**src/rtl/picoctrl_pkg.sv**
```systemverilog
// rtl/picoctrl_pkg.sv - PicoCtrl instruction encoding, FSM state type and assembly helper
package picoctrl_pkg;

    localparam int INSTR_W = 16;

    // Instruction field bit positions
    localparam int COND_HI = 15;
    localparam int COND_LO = 13;
    localparam int ACT_HI  = 12;
    localparam int ACT_LO  = 10;
    localparam int SEL_HI  = 9;
    localparam int SEL_LO  = 8;
    localparam int IMM_HI  = 7;
    localparam int IMM_LO  = 0;

    // Condition codes; 101..111 all evaluate as never
    localparam logic [2:0] COND_ALWAYS = 3'b000;
    localparam logic [2:0] COND_C0_LO  = 3'b001;
    localparam logic [2:0] COND_C0_HI  = 3'b010;
    localparam logic [2:0] COND_C1_LO  = 3'b011;
    localparam logic [2:0] COND_C1_HI  = 3'b100;
    localparam logic [2:0] COND_NEVER  = 3'b101;

    // Action codes; 100..111 behave as nop
    localparam logic [2:0] ACT_NOP   = 3'b000;
    localparam logic [2:0] ACT_WRITE = 3'b001;
    localparam logic [2:0] ACT_JUMP  = 3'b010;
    localparam logic [2:0] ACT_HALT  = 3'b011;

    typedef enum logic {
        RUN  = 1'b0,
        HALT = 1'b1
    } state_e;

    // Builds one instruction word; shared with the ROM image generator
    function automatic logic [INSTR_W-1:0] asm_instr(
        input logic [2:0] cond,
        input logic [2:0] act,
        input logic [1:0] sel,
        input logic [7:0] imm
    );
        return {cond, act, sel, imm};
    endfunction

endpackage

```
**src/rtl/picoctrl_sync.sv**
```systemverilog
// rtl/picoctrl_sync.sv - parameterized multi-flop 1-bit synchronizer for asynchronous inputs
module picoctrl_sync #(
    parameter int STAGES = 2
) (
    input  logic clk,
    input  logic reset_n,
    input  logic d,
    output logic q
);

    // STAGES must be at least 2 for metastability settling
    logic [STAGES-1:0] sync_q;
    logic [STAGES-1:0] sync_d;

    // Shift the raw input in at bit 0; the oldest sample sits in the top bit
    always_comb begin
        sync_d = {sync_q[STAGES-2:0], d};
    end

    // Synchronizer chain register; free-running, independent of enable
    always_ff @(posedge clk or negedge reset_n) begin
        if (!reset_n) begin
            sync_q <= '0;
        end else begin
            sync_q <= sync_d;
        end
    end

    assign q = sync_q[STAGES-1];

endmodule

```
**src/rtl/picoctrl_core.sv**
```systemverilog
// rtl/picoctrl_core.sv - PicoCtrl sequencer/execute stage: pc, condition evaluation, output registers
module picoctrl_core
    import picoctrl_pkg::*;
#(
    parameter int ADDR_W      = 5,
    parameter int DATA_W      = 8,
    parameter int SYNC_STAGES = 2
) (
    input  logic              clk,
    input  logic              reset_n,
    input  logic              en,
    input  logic              resume,
    input  logic              c0,
    input  logic              c1,
    output logic [ADDR_W-1:0] rom_addr,
    input  logic [15:0]       rom_data,
    output logic [DATA_W-1:0] reg0_out,
    output logic [DATA_W-1:0] reg1_out,
    output logic [DATA_W-1:0] reg2_out,
    output logic [DATA_W-1:0] reg3_out,
    output logic              halted
);

    logic              c0_s;
    logic              c1_s;
    logic [2:0]        cond;
    logic [2:0]        act;
    logic [1:0]        sel;
    logic [7:0]        imm;
    logic              cond_true;

    logic [ADDR_W-1:0] pc_q;
    logic [ADDR_W-1:0] pc_d;
    state_e            state_q;
    state_e            state_d;
    logic [DATA_W-1:0] regs_q [4];
    logic [DATA_W-1:0] regs_d [4];

    picoctrl_sync #(.STAGES(SYNC_STAGES)) u_sync_c0 (
        .clk     (clk),
        .reset_n (reset_n),
        .d       (c0),
        .q       (c0_s)
    );

    picoctrl_sync #(.STAGES(SYNC_STAGES)) u_sync_c1 (
        .clk     (clk),
        .reset_n (reset_n),
        .d       (c1),
        .q       (c1_s)
    );

    assign cond = rom_data[COND_HI:COND_LO];
    assign act  = rom_data[ACT_HI:ACT_LO];
    assign sel  = rom_data[SEL_HI:SEL_LO];
    assign imm  = rom_data[IMM_HI:IMM_LO];

    // Evaluate the condition field against the synchronized inputs only
    always_comb begin
        cond_true = 1'b0;
        case (cond)
            COND_ALWAYS: cond_true = 1'b1;
            COND_C0_LO:  cond_true = !c0_s;
            COND_C0_HI:  cond_true = c0_s;
            COND_C1_LO:  cond_true = !c1_s;
            COND_C1_HI:  cond_true = c1_s;
            default:     cond_true = 1'b0;
        endcase
    end

    // Next-state: execute one instruction per enabled cycle in RUN, wait for resume in HALT
    always_comb begin
        pc_d    = pc_q;
        state_d = state_q;
        regs_d  = regs_q;
        if (en) begin
            case (state_q)
                RUN: begin
                    pc_d = pc_q + ADDR_W'(1);
                    if (cond_true) begin
                        case (act)
                            ACT_WRITE: regs_d[sel] = DATA_W'(imm);
                            ACT_JUMP:  pc_d = imm[ADDR_W-1:0];
                            ACT_HALT: begin
                                state_d = HALT;
                                pc_d    = pc_q;
                            end
                            default: ;
                        endcase
                    end
                end
                HALT: begin
                    if (resume) begin
                        state_d = RUN;
                        pc_d    = pc_q + ADDR_W'(1);
                    end
                end
                default: state_d = RUN;
            endcase
        end
    end

    // State, program counter and output register flops
    always_ff @(posedge clk or negedge reset_n) begin
        if (!reset_n) begin
            pc_q    <= '0;
            state_q <= RUN;
            for (int i = 0; i < 4; i++) begin
                regs_q[i] <= '0;
            end
        end else begin
            pc_q    <= pc_d;
            state_q <= state_d;
            regs_q  <= regs_d;
        end
    end

    assign rom_addr = pc_q;
    assign reg0_out = regs_q[0];
    assign reg1_out = regs_q[1];
    assign reg2_out = regs_q[2];
    assign reg3_out = regs_q[3];
    assign halted   = (state_q == HALT);

endmodule

```
**config.mk**
```make
export PLATFORM = sky130hd
export DESIGN_NAME = picoctrl_core
export DESIGN_NICKNAME = d
export VERILOG_FILES = /design/src/rtl/picoctrl_pkg.sv /design/src/rtl/picoctrl_sync.sv /design/src/rtl/picoctrl_core.sv
export SDC_FILE = /design/constraint.sdc
export NUM_CORES = 1
export LEC_CHECK = 0
export BUFFER_PORTS_ARGS = -buffer_cell sky130_fd_sc_hd__clkbuf_2
export CORE_MARGIN = 2
export CORE_UTILIZATION = 53
export CTS_CLUSTER_DIAMETER = 120
export DETAILED_ROUTE_END_ITERATION = 16
export HOLD_SLACK_MARGIN = 0.06
export PLACE_DENSITY = 0.84
export REMOVE_ABC_BUFFERS = 1
export SLEW_MARGIN = 5
export SYNTH_ARGS = -nofsm -noshare
export SYNTH_HDL_FRONTEND = slang
export SYNTH_HIERARCHICAL = 1
export SYNTH_SLANG_ARGS = --single-unit
```
**constraint.sdc**
```tcl
create_clock -name clk -period 4.2 [get_ports clk]
set_input_delay 0.84 -clock clk [delete_from_list [all_inputs] [get_ports clk]]
set_output_delay 0.84 -clock clk [all_outputs]
set_load 0.005 [all_outputs]
```
==> flow_metrics.tcl <==
set metrics [dict create \
    outcome "complete, no violations" \
    grt_overflow 0 \
    finalSetupTns_ns 0 \
    timing.fmax_mhz 461 \
    ys_seq_area_share_pct 60.0 \
    synth_area_per_cell_um2 14.0 \
    finalCriticalPeriod_ns 2.17 \
    largest_net_degree_at_the_start_of_global_routing 43 \
    drt_first_pass_iters 4 \
    slowest_delay_ns 0.41 \
    worst-r2r-cell-count 5 \
    fp.dieW_um 61.5 \
    antenna_found_initial 0 \
    syn-cell-area_um2 1750 \
    critical-path-top-delay-family "simple AND/OR/NAND/NOR gates" \
    total_leakage_power_nw 1.18 \
    fin_worst_hold_slack_ns 0.361 \
    power.combinational.fraction_pct 20.5 \
    place.port_buffers 59 \
    synth_seq_cells 42 \
    critical_path.reg2reg.startpoint "u_sync_c0/sync_q[1]" \
    clk-insertion-delay-late_ns 0.35 \
    globalplace.congestion 0.893 \
    timing.clock.skew_ns 0.00935 \
    seqPwrFrac_pct 57.7 \
    min-delay-start "u_sync_c1/sync_q[0]" \
    antenna_cells_inserted 0 \
    detail_routed_net_length_per_standard_cell_um 16.0 \
    total_die_area_um2 3780 \
    layout.cells.most_common_list "clkbuf_2, dfrtp_1, mux2_2" \
    nFillCells 253 \
    floorplan.initialDensity_pct 56.5 \
    yosys_warnings 6 \
    cts.sinks 42 \
    worst-r2r-setup-slack_ns 2.23 \
    dp_hpwl_um 2830 \
    groute.usage.overall_pct 21.8 \
    clock_power_share_pct 21.8 \
    cp_max_fo 8 \
    standard_cell_row_count 20 \
    drv_cap 0 \
    critical-path-slowest-cell "nor3b_4" \
    rsz_0062_raised_after_global_routing "no" \
    clock_tree.root_cell "clkbuf_4" \
    finalSetupViolCount 0 \
    first_iter_violations 55 \
    cts_hold_buffers_added 0 \
    i_o_pins 60 \
    vdd_ir_drop_max_mv 0.256 \
    cell_internal_power_dissipation_w 0.000605 \
    clk_path_buf_depth 2 \
    power.net_switching_w 0.000242 \
    hold_end "u_sync_c1/sync_q[1]" \
    totalWireLength_um 3750 \
    die_y_um 61.5 \
    post_detailed_route_via_to_cell_ratio 5.35 \
    grt_pass1_vias 1246 \
    cts-buffers-inserted 5 \
    worst-endpoint-arrival_ns 2.41 \
    cts_setup_buffers 0 \
    post_cts_clock_slew_at_the_launch_and_capture_registers_of_the_worst_setup_and_hold_paths_ns 0.12 \
    remaining_antenna_violation_count 0 \
    tightestPinTransition_ns 1.00 \
    yosysUniqueCellTypes 27 \
    end_kind "register" \
    core_region_area_um2 3100 \
    buf_inv_stages_crit_path 1 \
    post_synth_inst_count 125 \
    slew_headroom_pct 33.4 \
    layout.cells.most_common "clkbuf_2" \
    whs_path_depth 0 \
    worst-endpoint-required_ns 4.44 \
    cts_tree "built" \
    crit_path_start_kind "input pin" \
    slew_viol_final 0 \
    sw_share_pct 28.6 \
    post_route_cells_drive_above_1_share_pct 54.2 \
    power-per-cell-area_nw_per_um2 395 \
    r2r-end "reg0_out[4]" \
    critical_path.cell_chain "clkbuf_2 > nor3_1 > a31o_2 > o2111a_2 > nor3b_4 > mux2_2" \
    timing_worst_setup_path_type "in2reg" \
    cts_htree_levels 2 \
    syn_to_final_growth_pct 22.3 \
    post_cts_resize_count 0 \
    final_nets 213 \
    fin_crit_sh_pct 51.6 \
    routed-via-count 1252 \
    hold_viol 0 \
    drc_errors 0 \
    grt_first_pass_wirelength_um 5870 \
    holdCritPathClass "reg2reg" \
]
==> stage by stage <==
step | cell area [µm²] | total power [W] | util [%] | worst slack (ns) | instances
2_1_floorplan | 1750 | 0.000577 | - | 1.94 | 124
3_3_place_gp | 2100 | 0.000659 | 67.6 | 1.75 | 227
3_5_place_dp | 2100 | 0.000672 | 67.6 | 1.65 | 227
4_1_cts | 2140 | 0.000852 | 69.0 | 2.03 | 234
5_1_grt | 2140 | 0.000896 | 69.0 | 1.97 | 234
6_report | 2140 | 0.000847 | 69.0 | 2.03 | 234
==> metal layers <==
layer,wire (µm),track usage [%]
met5,0,0
met2,1830,35.8
met1,1600,27.8
met3,287,7.77
met4,34,5.17
==> area by class of cell <==
cell class	count	area (µm²)	area share (%)
repair buffers	59	295	13.8
clock buffers	7	45.0	2.10
inverters	6	22.5	1.05
flip-flops and latches	42	1050	49.1
well taps	44	55.1	2.57
multi-input cells	76	673	31.4
==> worst max path at each step <==
stage	to	from	slack (ns)	depth (start not counted)
5_1_grt	reg0_out[1]	rom_data[14]	1.97	6
4_1_cts	reg0_out[4]	rom_data[14]	2.03	6
6_report	reg0_out[4]	rom_data[14]	2.03	6
2_1_floorplan	reg0_out[0]	rom_data[14]	1.94	5
3_3_place_gp	reg0_out[4]	rom_data[14]	1.75	6
3_5_place_dp	reg0_out[5]	rom_data[14]	1.65	6
==> cells in the mapped netlist, drive strengths merged <==
master	n	share of area (%)
mux2	32	21
a22oi	3	1.3
a21oi	2	0.79
nand2	6	1.3
and2	1	0.36
nor4b	1	0.50
a31oi	1	0.36
nand4	2	0.71
buf	1	0.29
nand2b	2	0.71
inv	6	1.3
o211ai	4	1.7
o21ai	1	0.29
mux2i	3	1.7
nor2	6	1.3
o2111ai	1	0.50
nand3	1	0.57
a31o	1	0.50
o2111a	1	0.71
nor3b	1	1.1
ha	1	0.71
dfrtp	42	60
o21a	2	0.86
and3	1	0.36
nand3b	2	1.3
nor3	1	0.29
==> registers in the layout, indices dropped and copies added (netlist names) <==
| signal | cells |
|---|---|
| reg0_out | 8 |
| reg1_out | 8 |
| reg2_out | 8 |
| reg3_out | 8 |
| rom_addr | 5 |
| u_sync_c0/sync_q | 2 |
| u_sync_c1/sync_q | 2 |
| halted | 1 |
==> worst register-to-register path: stages (launching register included) <==
cell and delay [ns]:
dfrtp_1 0.41, nor3_1 0.20, a31o_2 0.17, o2111a_2 0.29, nor3b_4 0.41, mux2_2 0.39
==> kinds of logic (layout without fill, tap and decap cells) <==
logic type	count (synthesis)	count (layout)	share of synthesized area, %
mux	35	35	22.3
buf+inv	7	72	1.57
compound gates	16	16	7.00
simple gates	24	24	8.43
flops	42	42	60.0
fa+ha+maj	1	1	0.714
==> power by group through the flow <==
stage                     Clock [W]  Combinational (W)  Sequential, W
final                      0.000184           0.000174       0.000489
after detailed placement          0           0.000175       0.000497
after global placement            0           0.000166       0.000493
after CTS                  0.000187           0.000176       0.000489
after global routing       0.000202           0.000198       0.000497
after floorplan                   0          0.0000808       0.000496
No activity file was read; power rests on OpenSTA's default activity.
